===== src/rtl/duck_hunt_pkg.sv =====
// Shared definitions for the duck hunt video pipeline.
//   - clog2: index width helper, never returns less than 1
//   - DEF_ROM_LAT / DEF_DATA_W: default sprite ROM latency and pixel width
//   - tag_t: per-read tracking tag {valid, idx} carried alongside ROM reads
package duck_hunt_pkg;

  localparam int DEF_ROM_LAT = 2;
  localparam int DEF_DATA_W  = 12;

  // Requester index field is fixed-width so the tag type can live here;
  // 8 bits covers up to 256 requesters.
  localparam int TAG_IDX_W = 8;

  typedef struct packed {
    logic                 valid;
    logic [TAG_IDX_W-1:0] idx;
  } tag_t;

  // Bits needed to hold an index in 0..n-1, minimum 1.
  function automatic int clog2(input int n);
    int r;
    r = 1;
    while ((1 << r) < n) r++;
    return r;
  endfunction

endpackage


===== src/rtl/tag_pipe.sv =====
// Fixed-depth shift register used to walk read tags alongside the ROM
// read latency. Shifts every cycle, no stall.
//   clk, rst : clock, asynchronous active-high reset (all stages cleared)
//   d        : tag entering stage 0
//   q        : tag leaving the last stage
module tag_pipe #(
  parameter int W      = 9,
  parameter int STAGES = 2
) (
  input  logic         clk,
  input  logic         rst,
  input  logic [W-1:0] d,
  output logic [W-1:0] q
);

  logic [W-1:0] stage [STAGES];

  always_ff @(posedge clk or posedge rst) begin
    if (rst) begin
      for (int i = 0; i < STAGES; i++) stage[i] <= '0;
    end else begin
      stage[0] <= d;
      for (int i = 1; i < STAGES; i++) stage[i] <= stage[i-1];
    end
  end

  assign q = stage[STAGES-1];

endmodule


===== src/rtl/sprite_rom_arbiter.sv =====
// Round-robin arbiter sharing one synchronous sprite ROM between N_REQ
// pixel-pipeline requesters. One read is accepted per cycle; each read is
// tagged with its requester and the tag is delayed to line up with the
// returned ROM data.
//
// Handshake: req[i] is a level request; gnt[i] is combinational. A read
// from requester i is accepted at the rising edge where req[i] & gnt[i];
// the requester keeps addr stable until that edge and may hold req high
// to stream back-to-back reads.
//
//   clk, rst : clock, asynchronous active-high reset
//   req      : per-requester read request
//   addr     : packed request addresses, requester i at [i*ADDR_W +: ADDR_W]
//   gnt      : one-hot grant (zero when nothing requests)
//   rom_en   : registered ROM read enable
//   rom_addr : registered ROM address (holds when idle)
//   rom_data : ROM read data
//   rvalid   : one-hot return strobe aligned with rdata
//   rdata    : returned data (rom_data), meaningful while rvalid != 0
module sprite_rom_arbiter
  import duck_hunt_pkg::*;
#(
  parameter int N_REQ   = 3,
  parameter int ADDR_W  = 12,
  parameter int DATA_W  = DEF_DATA_W,
  parameter int ROM_LAT = DEF_ROM_LAT
) (
  input  logic                     clk,
  input  logic                     rst,
  input  logic [N_REQ-1:0]         req,
  input  logic [N_REQ*ADDR_W-1:0]  addr,
  output logic [N_REQ-1:0]         gnt,
  output logic                     rom_en,
  output logic [ADDR_W-1:0]        rom_addr,
  input  logic [DATA_W-1:0]        rom_data,
  output logic [N_REQ-1:0]         rvalid,
  output logic [DATA_W-1:0]        rdata
);

  localparam int PTR_W = clog2(N_REQ);

  logic [PTR_W-1:0]  ptr;
  logic [PTR_W-1:0]  ptr_nxt;
  logic [PTR_W-1:0]  win;
  logic [PTR_W-1:0]  cand_idx;
  logic              found;
  int                cand;
  logic [ADDR_W-1:0] sel_addr;
  tag_t              launch;
  tag_t              tag_q;
  tag_t              tag_out;

  // Priority scan starting at ptr and wrapping; first requester wins.
  always_comb begin
    found    = 1'b0;
    win      = '0;
    cand     = 0;
    cand_idx = '0;
    for (int j = 0; j < N_REQ; j++) begin
      cand     = (int'(ptr) + j) % N_REQ;
      cand_idx = cand[PTR_W-1:0];
      if (!found && req[cand_idx]) begin
        found = 1'b1;
        win   = cand_idx;
      end
    end
  end

  always_comb begin
    gnt = '0;
    if (found) gnt[win] = 1'b1;
  end

  // The winner is always requesting, so a grant is always an accept.
  assign ptr_nxt  = (int'(win) == N_REQ - 1) ? '0 : win + 1'b1;
  assign sel_addr = addr[win*ADDR_W +: ADDR_W];

  always_comb begin
    launch       = '0;
    launch.valid = found;
    launch.idx   = TAG_IDX_W'(win);
  end

  // tag_q is loaded together with rom_addr, so it marks the read while the
  // ROM samples its address; tag_pipe then covers the ROM_LAT data delay.
  always_ff @(posedge clk or posedge rst) begin
    if (rst) begin
      ptr      <= '0;
      rom_en   <= 1'b0;
      rom_addr <= '0;
      tag_q    <= '0;
    end else begin
      rom_en <= found;
      tag_q  <= launch;
      if (found) begin
        rom_addr <= sel_addr;
        ptr      <= ptr_nxt;
      end
    end
  end

  tag_pipe #(
    .W      ($bits(tag_t)),
    .STAGES (ROM_LAT)
  ) u_tag_pipe (
    .clk (clk),
    .rst (rst),
    .d   (tag_q),
    .q   (tag_out)
  );

  always_comb begin
    rvalid = '0;
    for (int i = 0; i < N_REQ; i++) begin
      rvalid[i] = tag_out.valid && (tag_out.idx == TAG_IDX_W'(i));
    end
  end

  assign rdata = rom_data;

endmodule


===== config.mk =====
export PLATFORM = sky130hd
export DESIGN_NAME = sprite_rom_arbiter
export DESIGN_NICKNAME = d
export VERILOG_FILES = /design/src/rtl/duck_hunt_pkg.sv /design/src/rtl/tag_pipe.sv /design/src/rtl/sprite_rom_arbiter.sv
export SDC_FILE = /design/constraint.sdc
export NUM_CORES = 1
export LEC_CHECK = 0
export CAP_MARGIN = 15
export CORE_AREA = 3 3 112 60
export DETAILED_ROUTE_END_ITERATION = 10
export DIE_AREA = 0 0 115 63
export PLACE_DENSITY_LB_ADDON = 0.2
export SLEW_MARGIN = 10
export SYNTH_ARGS = -nofsm -noshare
export SYNTH_HDL_FRONTEND = slang
export SYNTH_SLANG_ARGS = --single-unit

===== constraint.sdc =====
create_clock -name clk -period 4.9 [get_ports clk]
set_input_delay 0.735 -clock clk [delete_from_list [all_inputs] [get_ports clk]]
set_output_delay 0.735 -clock clk [all_outputs]
set_load 0.1 [all_outputs]

* Word level (Yosys, flattened, before mapping) *
Cells that the tools add are included.

storage, ports and cells
  register bits = 23
  bits of input ports = 53
  output and inout bits = 31
  word-level logic and storage cells = 47

cells by class
  add/subtract/negate cells = 3
  multiply operators = 1
  div/mod/pow operators = 3
  magnitude comparators = 5
  eq/ne operators = 3
  shift operators = 1
  muxes and demuxes = 16
  reductions and logical operators = 9

operators by type and width
  cell                                                               number
  modulo 32 x 3 -> 32 bit, second input constant                     2
  variable part select 36 x 7 -> 12 bit                              1
  modulo 3 x 3 -> 32 bit, second input constant                      1
  less-than comparator 2 x 3 -> 1 bit, second input constant         4
  zero test 8 bit                                                    1
  two-way mux 2 bit                                                  4
  two-way mux 1 bit                                                  7
  binary-select mux 1 bit (select 2 bit)                             3
  logical AND 1 bit                                                  6
  equality test 2 bit, second input constant                         2
  multiplier 2 x 2 -> 4 bit, second input constant                   1
  adder 2 x 1 -> 3 bit, second input constant                        1
  adder 2 x 2 -> 3 bit, second input constant                        1
  two-way mux 3 bit                                                  1
  adder 2 x 1 -> 2 bit, second input constant                        1
  demux 1 bit (select 2 bit)                                         1
  equality test 2 x 1 -> 1 bit, second input constant                1
  greater-or-equal comparator 2 x 1 -> 1 bit, second input constant  1
  zero test 1 bit                                                    2

* Logic depth before layout (Yosys ltp) *
  depth after elaboration = 15
  gate-level depth with buffers = 9
  depth with buffers taken out = 8

* Hierarchy *
From an unflattened synthesis, not the netlist that was laid out.

second synthesis, totals
  cell total of the unflattened synthesis = 149
  area, all modules = 1749.2 um2

modules (own cells, without submodules)
  module              instances  cells each  area an instance (um2)  sequential area each (um2)
  sprite_rom_arbiter  1          121         1227.4                  425.4
  tag_pipe            1          28          521.8                   450.4

* Least setup slack after synthesis *
No wires, ideal clock.

  path kind = reg2out
  from = register ptr[1]
  to = output gnt[1]
  arrival time = 3.151 ns
  required time = 4.165 ns
  slack = 1.014 ns
  stages on the path, launching flop included = 10
  path buffers = 1
  cells stage by stage = dfrtp_1 > inv_1 > ha_1 > mux2_4 > mux2i_4 > nor2_2 > a41oi_4 > buf_8 > inv_2 > nor2_1

on the way
  word-level cells in the longest chain between the ends = 15
  elaborated cells on any way between the ends = 27

RTL lines
  what                                                                              RTL line                  text
  from (decl)                                                                       sprite_rom_arbiter.sv:42  logic [PTR_W-1:0] ptr;
  from (signal assigned)                                                            sprite_rom_arbiter.sv:97  ptr <= ptr_nxt;
  parallel branches: the longest is 14 deep, another holds modulo 32 x 3 -> 32 bit  --
  two-way mux 3 bit *                                                               sprite_rom_arbiter.sv:71  if (found) gnt[win] = 1'b1;
  to (decl)                                                                         sprite_rom_arbiter.sv:32  output logic [N_REQ-1:0] gnt,

Every way passes the cells marked *. The select of a mux whose other input is x is not followed.

* Worst setup path after layout *
  from = input req[1]
  to = output gnt[0]

on the way
  word-level cells in the longest chain between the ends = 14
  elaborated cells on any way between the ends = 22

RTL lines
  what                                                                                                                     RTL line                  text
  from (decl)                                                                                                              sprite_rom_arbiter.sv:30  input logic [N_REQ-1:0] req,
  binary-select mux 1 bit (select 2 bit)                                                                                   sprite_rom_arbiter.sv:62  if (!found && req[cand_idx]) begin
  two-way mux 1 bit (not written as such)                                                                                  sprite_rom_arbiter.sv:62
  two-way mux 1 bit                                                                                                        sprite_rom_arbiter.sv:62
  zero test 1 bit                                                                                                          sprite_rom_arbiter.sv:62
  logical AND 1 bit                                                                                                        sprite_rom_arbiter.sv:62
  two-way mux 1 bit                                                                                                        sprite_rom_arbiter.sv:62
  zero test 1 bit                                                                                                          sprite_rom_arbiter.sv:62
  logical AND 1 bit                                                                                                        sprite_rom_arbiter.sv:62
  two-way mux 2 bit                                                                                                        sprite_rom_arbiter.sv:62
  less-than comparator 2 x 3 -> 1 bit (not written as such) or greater-or-equal comparator 2 x 1 -> 1 bit (tied branches)  sprite_rom_arbiter.sv:71
  logical AND 1 bit (not written as such)                                                                                  sprite_rom_arbiter.sv:71
  two-way mux 1 bit (not written as such)                                                                                  sprite_rom_arbiter.sv:71
  demux 1 bit (select 2 bit)                                                                                               sprite_rom_arbiter.sv:71
  two-way mux 3 bit *                                                                                                      sprite_rom_arbiter.sv:71

Mark *: on every way between the ends. The rest lies on a longest branch, timed or not. The select of a mux whose other input is x is not followed.

==> impl_results.md <==
- Status: finished clean
- H-tree levels: 1
- Crit path DAT: 3.04 ns
- Seq. cell area: 576 um^2
- Routed vias/inst: 4.32
- Clock Latency Late Sink: 0.25 ns
- Max clock buf depth: 2
- Pre-CTS setup slack: 1.11 ns
- TritonCTS clock tree: done
- Total negative slack: 0 ns
- Slew @ Worst Pin: 1.02 ns
- Cell Area, Synth: 0.00144 mm^2
- First-pass GRT wire length: 5.84 mm
- Max-Cap Viols: 0
- CP Data Required Time: 4.16 ns
- Fin worst setup slack: 1.12 ns
- CP top delay family: buffers and inverters
- DRT iter0 DRCs: 19
- Via Count: 1140
- CP most frequent cell: nor2_1
- Core area: 0.00591 mm^2
- Hold_buf cts: 0
- Final Slew Violations: 0
- Largest net degree at the start of global routing: 24
- Syn avg cell area: 10.4 um^2
- Hold Path Class: reg2reg
- Final-report hold violation count: 0
- Share of the yosys chip area belonging to registers: 40.0%
- WP buf/inv: 2
- Multi-input logic area: 667 um^2
- Crit path launch type: primary input
- Layout cells sized above 1: 12.8%
- Layout fillers: 605
- Crit Path Class: in2out
- RSZ-0062 raised after global routing: no
- Worst-path clk slew: 0.06 ns
- Final Setup Violations: 0
- Critical path fanouts, max: 16
- Dpl hpwl: 2.82 mm
- Vias in the first global route: 1126
- Die area: 0.00725 mm^2
- GRT Total Usage: 10.3%
- Worst setup EP type: output pin
- WL/cell: 13.7 um
- Die width: 115 um
- Initial antenna violation count: 0
- Area Overhead vs Synth: 45.4%
- Library cells used by synthesis: 33
- Num rows: 20
- Overall routed net length: 3.61 mm
- Worst Skew: 0.00110 ns
- YS warnings: 0
- Remaining antenna violation count: 0
- DRT Pass-1 Iters: 4
- Critical Path Slowest Stage Cell: a31oi_4
- Die Y-Extent: 63 um
- Port bufs: 59
- Worst path depth: 8
- GP Congestion: 0.839
- Critical Path Max Stage Delay: 0.50 ns
- Synth Net Count: 196
- Post-synthesis cell count: 139
- I/O pins: 84
- Number of remaining DRC errors: 0
- Clock Tree Root: clkbuf_16
- N_diodes: 0
- Overflow after GRT: 0
- Cts bufs inserted: 3
- Min Tclk post-route: 3.78 ns
- Reg2reg path depth: 8
- Post-synthesis sequential element count: 23
- Post-CTS setup repair buffer count: 0
- Post-CTS resize count: 0
- Final Cycle Share: 77.1%
- Nets@finish: 245
- CP Cell Sequence: clkdlybuf4s50_1 -> mux2_4 -> mux2i_4 -> o21a_1 -> nor2_1 -> a31oi_4 -> nor2_1 -> buf_4
- Rel. slew slack: 32.0%
- WHS Path Cells: 0
- Max frequency: 265 MHz
- Sink Count: 23
- Effective utilization at floorplan: 24.4%
metrics by stage:
step	hold slack [ns]	area, um^2	instances	util [%]
after floorplan	0.331	1440	139	-
after global placement	0.333	2010	260	34.1
after detailed placement	0.335	2010	260	34.1
after CTS	0.349	2090	264	35.4
after global routing	0.360	2090	264	35.4
final	0.348	2090	264	35.4
routing by layer:
metal	global-route usage [%]	routed length, um
met5	0	0
met4	1.46	12
met3	6.00	453
met2	14.2	1490
met1	14.1	1660
synthesized netlist by cell type (all sizes together):
library cell / number / area (um^2)
a21oi: 2 / 10.0
a31oi: 1 / 21.3
a41oi: 1 / 27.5
and2: 1 / 6.26
and2b: 1 / 7.51
and3: 2 / 12.5
and3b: 2 / 17.5
buf: 15 / 118
clkbuf: 2 / 7.51
dfrtp: 23 / 576
ha: 4 / 50.1
inv: 20 / 75.1
mux2: 1 / 15.0
mux2i: 15 / 163
nand2: 14 / 52.6
nand3: 4 / 20.0
nand3b: 1 / 7.51
nand4b: 1 / 8.76
nor2: 4 / 17.5
nor2b: 3 / 18.8
nor3b: 1 / 7.51
o211ai: 1 / 7.51
o21a: 3 / 22.5
o21ai: 3 / 15.0
o221ai: 12 / 143
o22ai: 2 / 12.5
logic make-up (layout without fill, tap and decap cells):
family / count (synthesis) / after routing / share of synthesized area, %
flip-flops: 23 / 23 / 40.0
buffers and inverters: 37 / 85 / 13.9
multiplexers: 16 / 16 / 12.3
adder cells (fa/ha/maj): 4 / 4 / 3.48
AND/OR/NAND/NOR: 34 / 34 / 12.3
AO/OA/AOI/OAI: 25 / 25 / 18.0
placed cells by master (no fill, tap or decap), drive strengths merged:
cell           count
a31oi              1
nand2             14
nand3b             1
o21ai              3
o21a               3
nand3              4
o221ai            12
clkbuf             3
nor3b              1
and3               2
mux2i             15
a41oi              1
nor2               4
o211ai             1
o22ai              2
buf                5
clkinv             1
and3b              2
dfrtp             23
ha                 4
nor2b              3
inv               20
clkdlybuf4s50     56
and2               1
nand4b             1
mux2               1
a21oi              2
and2b              1
registers in the layout, summed over array words and instances (netlist names):
| name | flops |
|---|---|
| tag_q | 3 |
| u_tag_pipe.stage | 3 |
| ptr | 2 |
| rom_addr | 12 |
| u_tag_pipe.q | 3 |
area by class of cell:
type | instances | area share (%)
clock buffer | 3 | 3.59
clock inverter | 1 | 0.239
inverter | 20 | 3.59
multi-input combinational | 79 | 31.9
sequential | 23 | 27.5
tap | 77 | 4.61
timing repair buffer | 61 | 28.6
worst reg2reg max path: stages (launching register included):
cell	delay [ns]
dfrtp_1	0.40
inv_1	0.11
ha_1	0.29
mux2_4	0.35
mux2i_4	0.31
o21a_1	0.23
nor2_1	0.08
a31oi_4	0.50
o221ai_1	0.26
path summary, 6_finish.rpt:
check / slack, ns / start / end
max: 1.12 / req[1] / gnt[0]
min: 0.35 / u_tag_pipe.stage[9] / u_tag_pipe.q[0]
max reg2reg: 2.21 / ptr[1] / rom_addr[3]
min reg2reg: 0.35 / u_tag_pipe.stage[9] / u_tag_pipe.q[0]
max in group asynchronous: 3.40 / rst / rom_addr[2]
min in group asynchronous: 0.97 / rst / u_tag_pipe.q[0]
Power is not shown: default switching activity piles up to over one toggle a cycle in this logic, so the estimate is an artifact.
